File: src/rtl/clusterv_sram_initiator.sv
// Initiator for the tile's byte-enable SRAM target port: valid/ready word requests in,
// in-order responses out, with a zero-fill of the whole SRAM after reset or on demand.
module clusterv_sram_initiator #(
    parameter int unsigned ADDR_WIDTH     = 8,
    parameter int unsigned DATA_WIDTH     = 32,
    parameter int unsigned RSP_DEPTH      = 4,
    parameter bit          CLEAR_ON_RESET = 1'b1
) (
    input  logic                    clock,
    input  logic                    reset,
    input  logic                    req_valid,
    output logic                    req_ready,
    input  logic                    req_write,
    input  logic [ADDR_WIDTH-1:0]   req_addr,
    input  logic [DATA_WIDTH/8-1:0] req_byte_en,
    input  logic [DATA_WIDTH-1:0]   req_write_data,
    output logic                    rsp_valid,
    input  logic                    rsp_ready,
    output logic                    rsp_write,
    output logic [DATA_WIDTH-1:0]   rsp_read_data,
    input  logic                    clear_req,
    output logic                    clearing,
    output logic [ADDR_WIDTH-1:0]   i_addr,
    output logic                    i_write_en,
    output logic [DATA_WIDTH/8-1:0] i_byte_en,
    output logic [DATA_WIDTH-1:0]   i_write_data,
    input  logic [DATA_WIDTH-1:0]   i_read_data
);
    localparam int unsigned BeW   = DATA_WIDTH / 8;
    localparam int unsigned WordW = ADDR_WIDTH - 2;
    localparam int unsigned PtrW  = $clog2(RSP_DEPTH);
    localparam int unsigned CntW  = $clog2(RSP_DEPTH + 1);
    localparam logic [CntW-1:0]  DepthCnt = CntW'(RSP_DEPTH);
    localparam logic [WordW-1:0] LastWord = {WordW{1'b1}};

    typedef enum logic [1:0] {StClearWait, StClear, StRun} state_e;
    localparam state_e ResetState = CLEAR_ON_RESET ? StClear : StRun;

    state_e             state_q, state_d;
    logic               clear_pend_q, clear_pend_d;
    logic [WordW-1:0]   word_q, word_d;
    logic [CntW-1:0]    out_q, out_d;

    logic [ADDR_WIDTH-1:0] port_addr_q, port_addr_d;
    logic [DATA_WIDTH-1:0] port_wdata_q, port_wdata_d;
    logic                  port_we_q, port_we_d;
    logic [BeW-1:0]        port_be_q, port_be_d;
    logic                  iss_valid_q, iss_valid_d;
    logic                  cap_valid_q, cap_valid_d;
    logic                  cap_write_q, cap_write_d;

    logic                  fifo_write_q [RSP_DEPTH];
    logic [DATA_WIDTH-1:0] fifo_data_q  [RSP_DEPTH];
    logic [PtrW-1:0]       wr_ptr_q, wr_ptr_d;
    logic [PtrW-1:0]       rd_ptr_q, rd_ptr_d;
    logic [CntW-1:0]       count_q, count_d;

    logic                  accept, pop, push, clr_active;
    logic [DATA_WIDTH-1:0] push_data;
    logic                  unused_addr_lsbs;

    assign unused_addr_lsbs = ^req_addr[1:0];

    assign rsp_valid     = (count_q != '0);
    assign rsp_write     = fifo_write_q[rd_ptr_q];
    assign rsp_read_data = fifo_data_q[rd_ptr_q];
    assign pop           = rsp_valid && rsp_ready;
    // A pop this cycle frees a credit, so a full pipeline can still accept.
    assign req_ready     = (state_q == StRun) && !clear_pend_q && ((out_q < DepthCnt) || pop);
    assign accept        = req_valid && req_ready;
    assign push          = cap_valid_q;
    assign push_data     = cap_write_q ? '0 : i_read_data;
    assign clearing      = (state_q != StRun) || clear_pend_q;

    // Clear writes drive the port directly; gating with reset keeps outputs quiet while held.
    assign clr_active   = (state_q == StClear) && !reset;
    assign i_addr       = clr_active ? {word_q, 2'b00} : port_addr_q;
    assign i_write_en   = clr_active || port_we_q;
    assign i_byte_en    = clr_active ? {BeW{1'b1}} : port_be_q;
    assign i_write_data = clr_active ? '0 : port_wdata_q;

    always_comb begin
        state_d      = state_q;
        clear_pend_d = clear_pend_q;
        word_d       = word_q;
        unique case (state_q)
            StRun: begin
                if (clear_req) begin
                    clear_pend_d = 1'b1;
                    state_d      = StClearWait;
                end
            end
            StClearWait: begin
                if (out_q == '0) begin
                    clear_pend_d = 1'b0;
                    state_d      = StClear;
                end
            end
            StClear: begin
                word_d = word_q + WordW'(1);
                if (word_q == LastWord) begin
                    state_d = StRun;
                end
            end
            default: state_d = ResetState;
        endcase
    end

    always_comb begin
        port_addr_d  = port_addr_q;
        port_wdata_d = port_wdata_q;
        port_we_d    = 1'b0;
        port_be_d    = '0;
        iss_valid_d  = accept;
        cap_valid_d  = iss_valid_q;
        cap_write_d  = port_we_q;
        if (state_q == StClear) begin
            port_addr_d  = {word_q, 2'b00};
            port_wdata_d = '0;
        end else if (accept) begin
            port_addr_d  = {req_addr[ADDR_WIDTH-1:2], 2'b00};
            port_wdata_d = req_write_data;
            port_we_d    = req_write;
            port_be_d    = req_write ? req_byte_en : '0;
        end
        out_d = out_q;
        if (accept && !pop) begin
            out_d = out_q + CntW'(1);
        end else if (!accept && pop) begin
            out_d = out_q - CntW'(1);
        end
    end

    always_comb begin
        wr_ptr_d = push ? wr_ptr_q + PtrW'(1) : wr_ptr_q;
        rd_ptr_d = pop ? rd_ptr_q + PtrW'(1) : rd_ptr_q;
        count_d  = count_q;
        if (push && !pop) begin
            count_d = count_q + CntW'(1);
        end else if (!push && pop) begin
            count_d = count_q - CntW'(1);
        end
    end

    always_ff @(posedge clock or posedge reset) begin
        if (reset) begin
            state_q      <= ResetState;
            clear_pend_q <= 1'b0;
            word_q       <= '0;
            out_q        <= '0;
            port_addr_q  <= '0;
            port_wdata_q <= '0;
            port_we_q    <= 1'b0;
            port_be_q    <= '0;
            iss_valid_q  <= 1'b0;
            cap_valid_q  <= 1'b0;
            cap_write_q  <= 1'b0;
            wr_ptr_q     <= '0;
            rd_ptr_q     <= '0;
            count_q      <= '0;
        end else begin
            state_q      <= state_d;
            clear_pend_q <= clear_pend_d;
            word_q       <= word_d;
            out_q        <= out_d;
            port_addr_q  <= port_addr_d;
            port_wdata_q <= port_wdata_d;
            port_we_q    <= port_we_d;
            port_be_q    <= port_be_d;
            iss_valid_q  <= iss_valid_d;
            cap_valid_q  <= cap_valid_d;
            cap_write_q  <= cap_write_d;
            wr_ptr_q     <= wr_ptr_d;
            rd_ptr_q     <= rd_ptr_d;
            count_q      <= count_d;
        end
    end

    always_ff @(posedge clock or posedge reset) begin
        if (reset) begin
            for (int unsigned i = 0; i < RSP_DEPTH; i++) begin
                fifo_write_q[i] <= 1'b0;
                fifo_data_q[i]  <= '0;
            end
        end else if (push) begin
            fifo_write_q[wr_ptr_q] <= cap_write_q;
            fifo_data_q[wr_ptr_q]  <= push_data;
        end
    end

endmodule

File: config.mk
export PLATFORM = sky130hd
export DESIGN_NAME = clusterv_sram_initiator
export DESIGN_NICKNAME = d
export VERILOG_FILES = /design/src/rtl/clusterv_sram_initiator.sv
export SDC_FILE = /design/constraint.sdc
export NUM_CORES = 1
export LEC_CHECK = 0
export CAP_MARGIN = 10
export CORE_UTILIZATION = 35
export CTS_BUF_LIST = sky130_fd_sc_hd__clkbuf_4 sky130_fd_sc_hd__clkbuf_8 sky130_fd_sc_hd__clkbuf_16
export CTS_CLUSTER_SIZE = 16
export DETAILED_ROUTE_END_ITERATION = 12
export HOLD_SLACK_MARGIN = 0.02
export SLEW_MARGIN = 20
export SYNTH_ARGS = -nofsm -noshare
export SYNTH_HDL_FRONTEND = slang
export SYNTH_SLANG_ARGS = --single-unit
File: constraint.sdc
create_clock -name clock -period 12 [get_ports clock]
set_input_delay 2.4 -clock clock [delete_from_list [all_inputs] [get_ports clock]]
set_output_delay 2.4 -clock clock [all_outputs]
set_load 0.01 [all_outputs]
After elaboration in Yosys (flattened, before gate mapping):

Cells that the tools add are included.

* register bits after elaboration: 199
* word-level logic and storage cells: 105

* add/subtract/negate cells: 7
* order comparisons: 4
* equality and inequality tests: 7
* mux-type cells: 36
* bitwise operators: 2
* reduce and logical (&&, ||, !) cells: 27

Operators with widths (number)
* 32-bit two-way mux: 7
* 128-bit bitwise mux: 1
* 32-bit binary-select mux with 2-bit select: 1
* 32-bit demux with 2-bit select: 1
* 8-bit two-way mux: 3
* 4-bit two-way mux: 4
* 3-bit two-way mux: 4
* 1-bit logical AND: 10
* 2-bit nonzero test: 4
* 1-bit two-way mux: 7
* 3-bit by 1-bit adder with 3-bit output (second input constant): 2
* 6-bit by 1-bit adder with 6-bit output (second input constant): 1
* 6-bit equality test (second input constant): 1
* 3-bit >= comparator (second input constant): 2
* 2-bit two-way mux: 3
* 2-bit != test (second input constant): 3
* 2-bit inverter with 3-bit output: 2
* 2-bit case mux with 3 select lines: 1
* 3-bit AND reduction: 2
* 3-bit by 1-bit subtractor with 3-bit output (second input constant): 2
* 1-bit zero test: 5
* 2-bit by 1-bit adder with 2-bit output (second input constant): 2
* 4-bit bitwise mux: 1
* 3-bit zero test: 1
* 11 further kinds: 13

Longest topological paths before layout:

* word-level depth: 9
* mapped depth: 11
* mapped depth without buffers: 11

Worst setup path before layout:

OpenSTA, ideal clock, no wires.

* path kind: input port to output port
* from: in reset
* to: out i_addr[4]
* arrival: 8.007 ns
* required time: 9.600 ns
* path slack: 1.593 ns
* stages: 4
* buffers on the path: 1
* cell sequence: inv_1 -> nand2_1 -> clkbuf_1 -> mux2_2

* longest elaborated chain between the ends: 3

RTL lines
* start, declared: line 10 `input logic reset,`
* 1-bit zero test (no line)
* 1-bit logical AND: line 76 `assign clr_active = (state_q == StClear) && !reset;`
* 8-bit two-way mux: line 77 `assign i_addr = clr_active ? {word_q, 2'b00} : port_addr_q;`
* end, declared: line 23 `output logic [ADDR_WIDTH-1:0] i_addr,`

Every way passes these cells.

Final worst setup path:

* from: in reset
* to: out i_addr[6]

Same word-level chain as after synthesis.

==> out/summary.md <==
* 27.90% — Area Overhead vs Synth
* 0 — overall overflow remaining after global route
* 0.44 ns — source-to-sink clock delay at the later pin of the worst-skew pair
* finished clean — result of the run
* 0.01319 ns — clock skew after layout
* 0.01427 — xor/xnor share of the synthesized area
* simple AND/OR/NAND/NOR gates — largest family of logic cells by synthesized area
* 56 — Rows
* 0.1184 — area fraction in compound gates after synthesis
* 0 — Slew Limit Fails
* 1.149 mW — total internal power
* 139.6 MHz — Max Clock Freq
* 0.5968 — Tcrit/Tclk final
* input pin — Worst Setup Start Kind
* 197 — clk sink count
* 17 — number of CTS-inserted buffers
* reg -> reg — class of the worst hold path
* 16.09 um — Wirelength per Cell
* 0.4302 mW — net switching power
* 1,173 — number of placed instances, taps included
* 0 — total DRC errors in the routed layout
* 0 — number of antenna violations at the first check in global routing
* 0 — count of instances resized after the clock tree is built
* 0.06 ns — clock transition at the registers of the reported paths
* 2 — CTS max path bufs
* 197 — register bit count reported by yosys
* 0 — Synth warnings
* 1.000 — asr flop ratio synth
* 8593 sq um — post-synthesis instance area
* 0.1196 — share of layout cells above drive strength 1
* 4.839 ns — slack of the critical path
* sky130_fd_sc_hd__dfrtp_1 (195), sky130_fd_sc_hd__clkdlybuf4s50_1 (158), sky130_fd_sc_hd__nand2_1 (131) — commonest non-fill, non-tap cells in the layout
* 5,710 — via count of the routed design
* 0.456 — share of total power in sequential cells
* 0 — number of buffers added for setup after CTS
* 0 — max-capacitance violation count
* 4 — Detailed Routing Iterations Pass 1
* 0.5738 — portion of the post-synthesis area used by sequential elements
* 74 — pin count of the biggest net entering global routing
* sky130_fd_sc_hd__clkbuf_16 — clock tree root driver cell
* 0.1243 — simple-gate portion of the synthesized area
* 0 — ant diodes
* 0 — number of failing hold endpoints at the final stage
* 230 — Starting DRT DRC Count
* 1,205 — number of standard cells in the layout, taps in and fillers out
* 741 — Post-Syn Instances
* 4.786 ns — dpl ws
* 0.7223 — final weighted congestion of routability-driven global placement
* 158.7 um — Die Ht
* 158.7 um — die boundary width
* 0.1152 — share of cell area taken by muxes after synthesis
* 37 — number of distinct library cell variants in the gate-level netlist after synthesis
* 0 — quantity of hold-fixing buffers added after cts
* 0 — count of flip-flops with a built-in enable after synthesis
* 12,020 um — DPL Wire Length
* 11.60 sq um — syn_area_per_cell
* 4.739 — average vias per placed instance
* 0.1644 — GR Util All Layers
* 0.4627 — final core utilization
* primary output — nature of the critical path endpoint
* 0 — number of nets with antenna violations after detailed routing
* 19,390 um — final wirelength
* 10,410 sq um — Post-Place Cell Area
* 4 — H-tree depth
* 0 ns — Total Negative Setup Slacks
* 0.08410 mV — worst voltage drop across the vdd grid
* 31,370 um — global-route wire length before repair
* 0 — total setup violations reported at the end of the flow
* 0.8993 ns — slew at the pin with the worst max-slew slack
* 163 — IO Count
* 5,858 — vias in the first global route
* 0.3486 ns — worst hold slack across all endpoints
* 0.186 — Gate power share
* 967 — nets
* sky130_fd_sc_hd__dfrtp_1 — commonest non-fill, non-tap cell in the layout
* 1.579 mW — total chip power
* 7.161 ns — min Tclk post-route
* no — RSZ-0062 raised after global routing
* 9.60 ns — required time reported for the critical path endpoint
* 0.2723 — Sw Ratio
* 25,180 sq um — Die Footprint
* 158 — # port buffers
* 4.76 ns — Worst EP arrival
* sky130_fd_sc_hd__dfrtp_1 — Primary FF master, synth
* 23,750 sq um — placeable core region
* 62 — Crit Path Max Fanout
* yes — TritonCTS clock tree
* in -> out — critical setup path kind
* 0.358 — Clk network pwr share
* 143.7 nW/um^2 — pwr/cell area
* 0.4005 — worst relative slew slack
* 0.3618 — Starting Density
* 4.894 nW — leak pwr
* 0.01922 — adder and majority cell fraction of the synthesized area
* 10,990 sq um — cell area after layout
-- synthesized netlist by cell type, types with 3 or more instances --
library cell / count / area [sq um]
sky130_fd_sc_hd__a22o_1: 32 / 280.3
sky130_fd_sc_hd__and2_1: 36 / 225.2
sky130_fd_sc_hd__and3_1: 6 / 37.54
sky130_fd_sc_hd__buf_2: 8 / 40.04
sky130_fd_sc_hd__buf_4: 3 / 22.52
sky130_fd_sc_hd__buf_6: 4 / 45.04
sky130_fd_sc_hd__clkbuf_1: 39 / 146.4
sky130_fd_sc_hd__dfrtp_1: 196 / 4905
sky130_fd_sc_hd__ha_1: 10 / 125.1
sky130_fd_sc_hd__inv_1: 9 / 33.78
sky130_fd_sc_hd__mux2_2: 19 / 214.0
sky130_fd_sc_hd__mux4_2: 33 / 743.2
sky130_fd_sc_hd__nand2_1: 136 / 510.5
sky130_fd_sc_hd__nand2b_1: 38 / 237.7
sky130_fd_sc_hd__nor2_1: 3 / 11.26
sky130_fd_sc_hd__o21ai_0: 129 / 645.6
sky130_fd_sc_hd__xnor2_1: 8 / 70.07
sky130_fd_sc_hd__xor2_1: 6 / 52.55
-- state kept, by name, summed over array words and instances, names as in the netlist --
name and cells:
wr_ptr_q 2, cap_valid_q 1, port_be_q 4, out_q 3
cap_valid_d 1, count_q 3, clear_pend_q 1, fifo_data_q 128
cap_write_q 1, cap_write_d 1, port_wdata_q 32, fifo_write_q 4
rd_ptr_q 2, port_addr_q 6, state_q 2, word_q 6
-- final timing paths --
check / start / endpoint / slack (ns) / cells past startpoint
worst max-delay path: reset / i_addr[6] / 4.84 / 5
worst min-delay path: cap_valid_d / cap_valid_q / 0.35 / 0
worst max register to register: state_q[0] / out_q[1] / 9.75 / 9
worst min register to register: cap_valid_d / cap_valid_q / 0.35 / 0
max in group asynchronous: reset / rd_ptr_q[0] / 8.34 / 3
min in group asynchronous: reset / fifo_data_q[89] / 2.39 / 2
-- layer usage --
| metal | vias to the layer above | part of all wire | wire length (um) | GRT usage |
|---|---|---|---|---|
| li1 | 2805 | - | - | - |
| met1 | 2744 | 0.46 | 8955 | 0.2115 |
| met2 | 148 | 0.46 | 8830 | 0.2600 |
| met3 | 13 | 0.075 | 1457 | 0.06451 |
| met4 | 0 | 0.0077 | 149 | 0.03800 |
| met5 | - | 0 | 0 | 0 |
-- cells by family after synthesis --
kind of cell	Yosys count
xor gates and xnor gates	14
DFF	197
muxes	55
and+or+nand+nor	226
other	1
AOI/OAI and AO/OA	171
adders and majority gates	12
buffers and inverters	65
-- critical path: stages --
cell	delay [ns]
sky130_fd_sc_hd__clkdlybuf4s50_1	0.49
sky130_fd_sc_hd__inv_8	0.36
sky130_fd_sc_hd__nand2_2	0.51
sky130_fd_sc_hd__mux2_2	0.44
sky130_fd_sc_hd__clkdlybuf4s50_1	0.50
-- power by group through the flow --
stage / sequential, mW / combinational, mW / clock, mW
floorplan: 0.715 / 0.192 / 0
global placement: 0.734 / 0.301 / 0
detailed placement: 0.734 / 0.303 / 0
CTS: 0.721 / 0.304 / 0.585
global route: 0.726 / 0.322 / 0.611
finish: 0.720 / 0.295 / 0.565
-- area by class of cell --
cell class | instances | area, sq um
fillers | 2219 | 12760
flip-flops and latches | 197 | 4932
multi-input cells | 480 | 3383
repair buffers | 168 | 1657
clock buffers | 19 | 440.4
well taps | 319 | 399.1
clock inverters | 13 | 137.6
inverters | 9 | 41.29
Note: power is estimated with default switching activity, not from simulation.
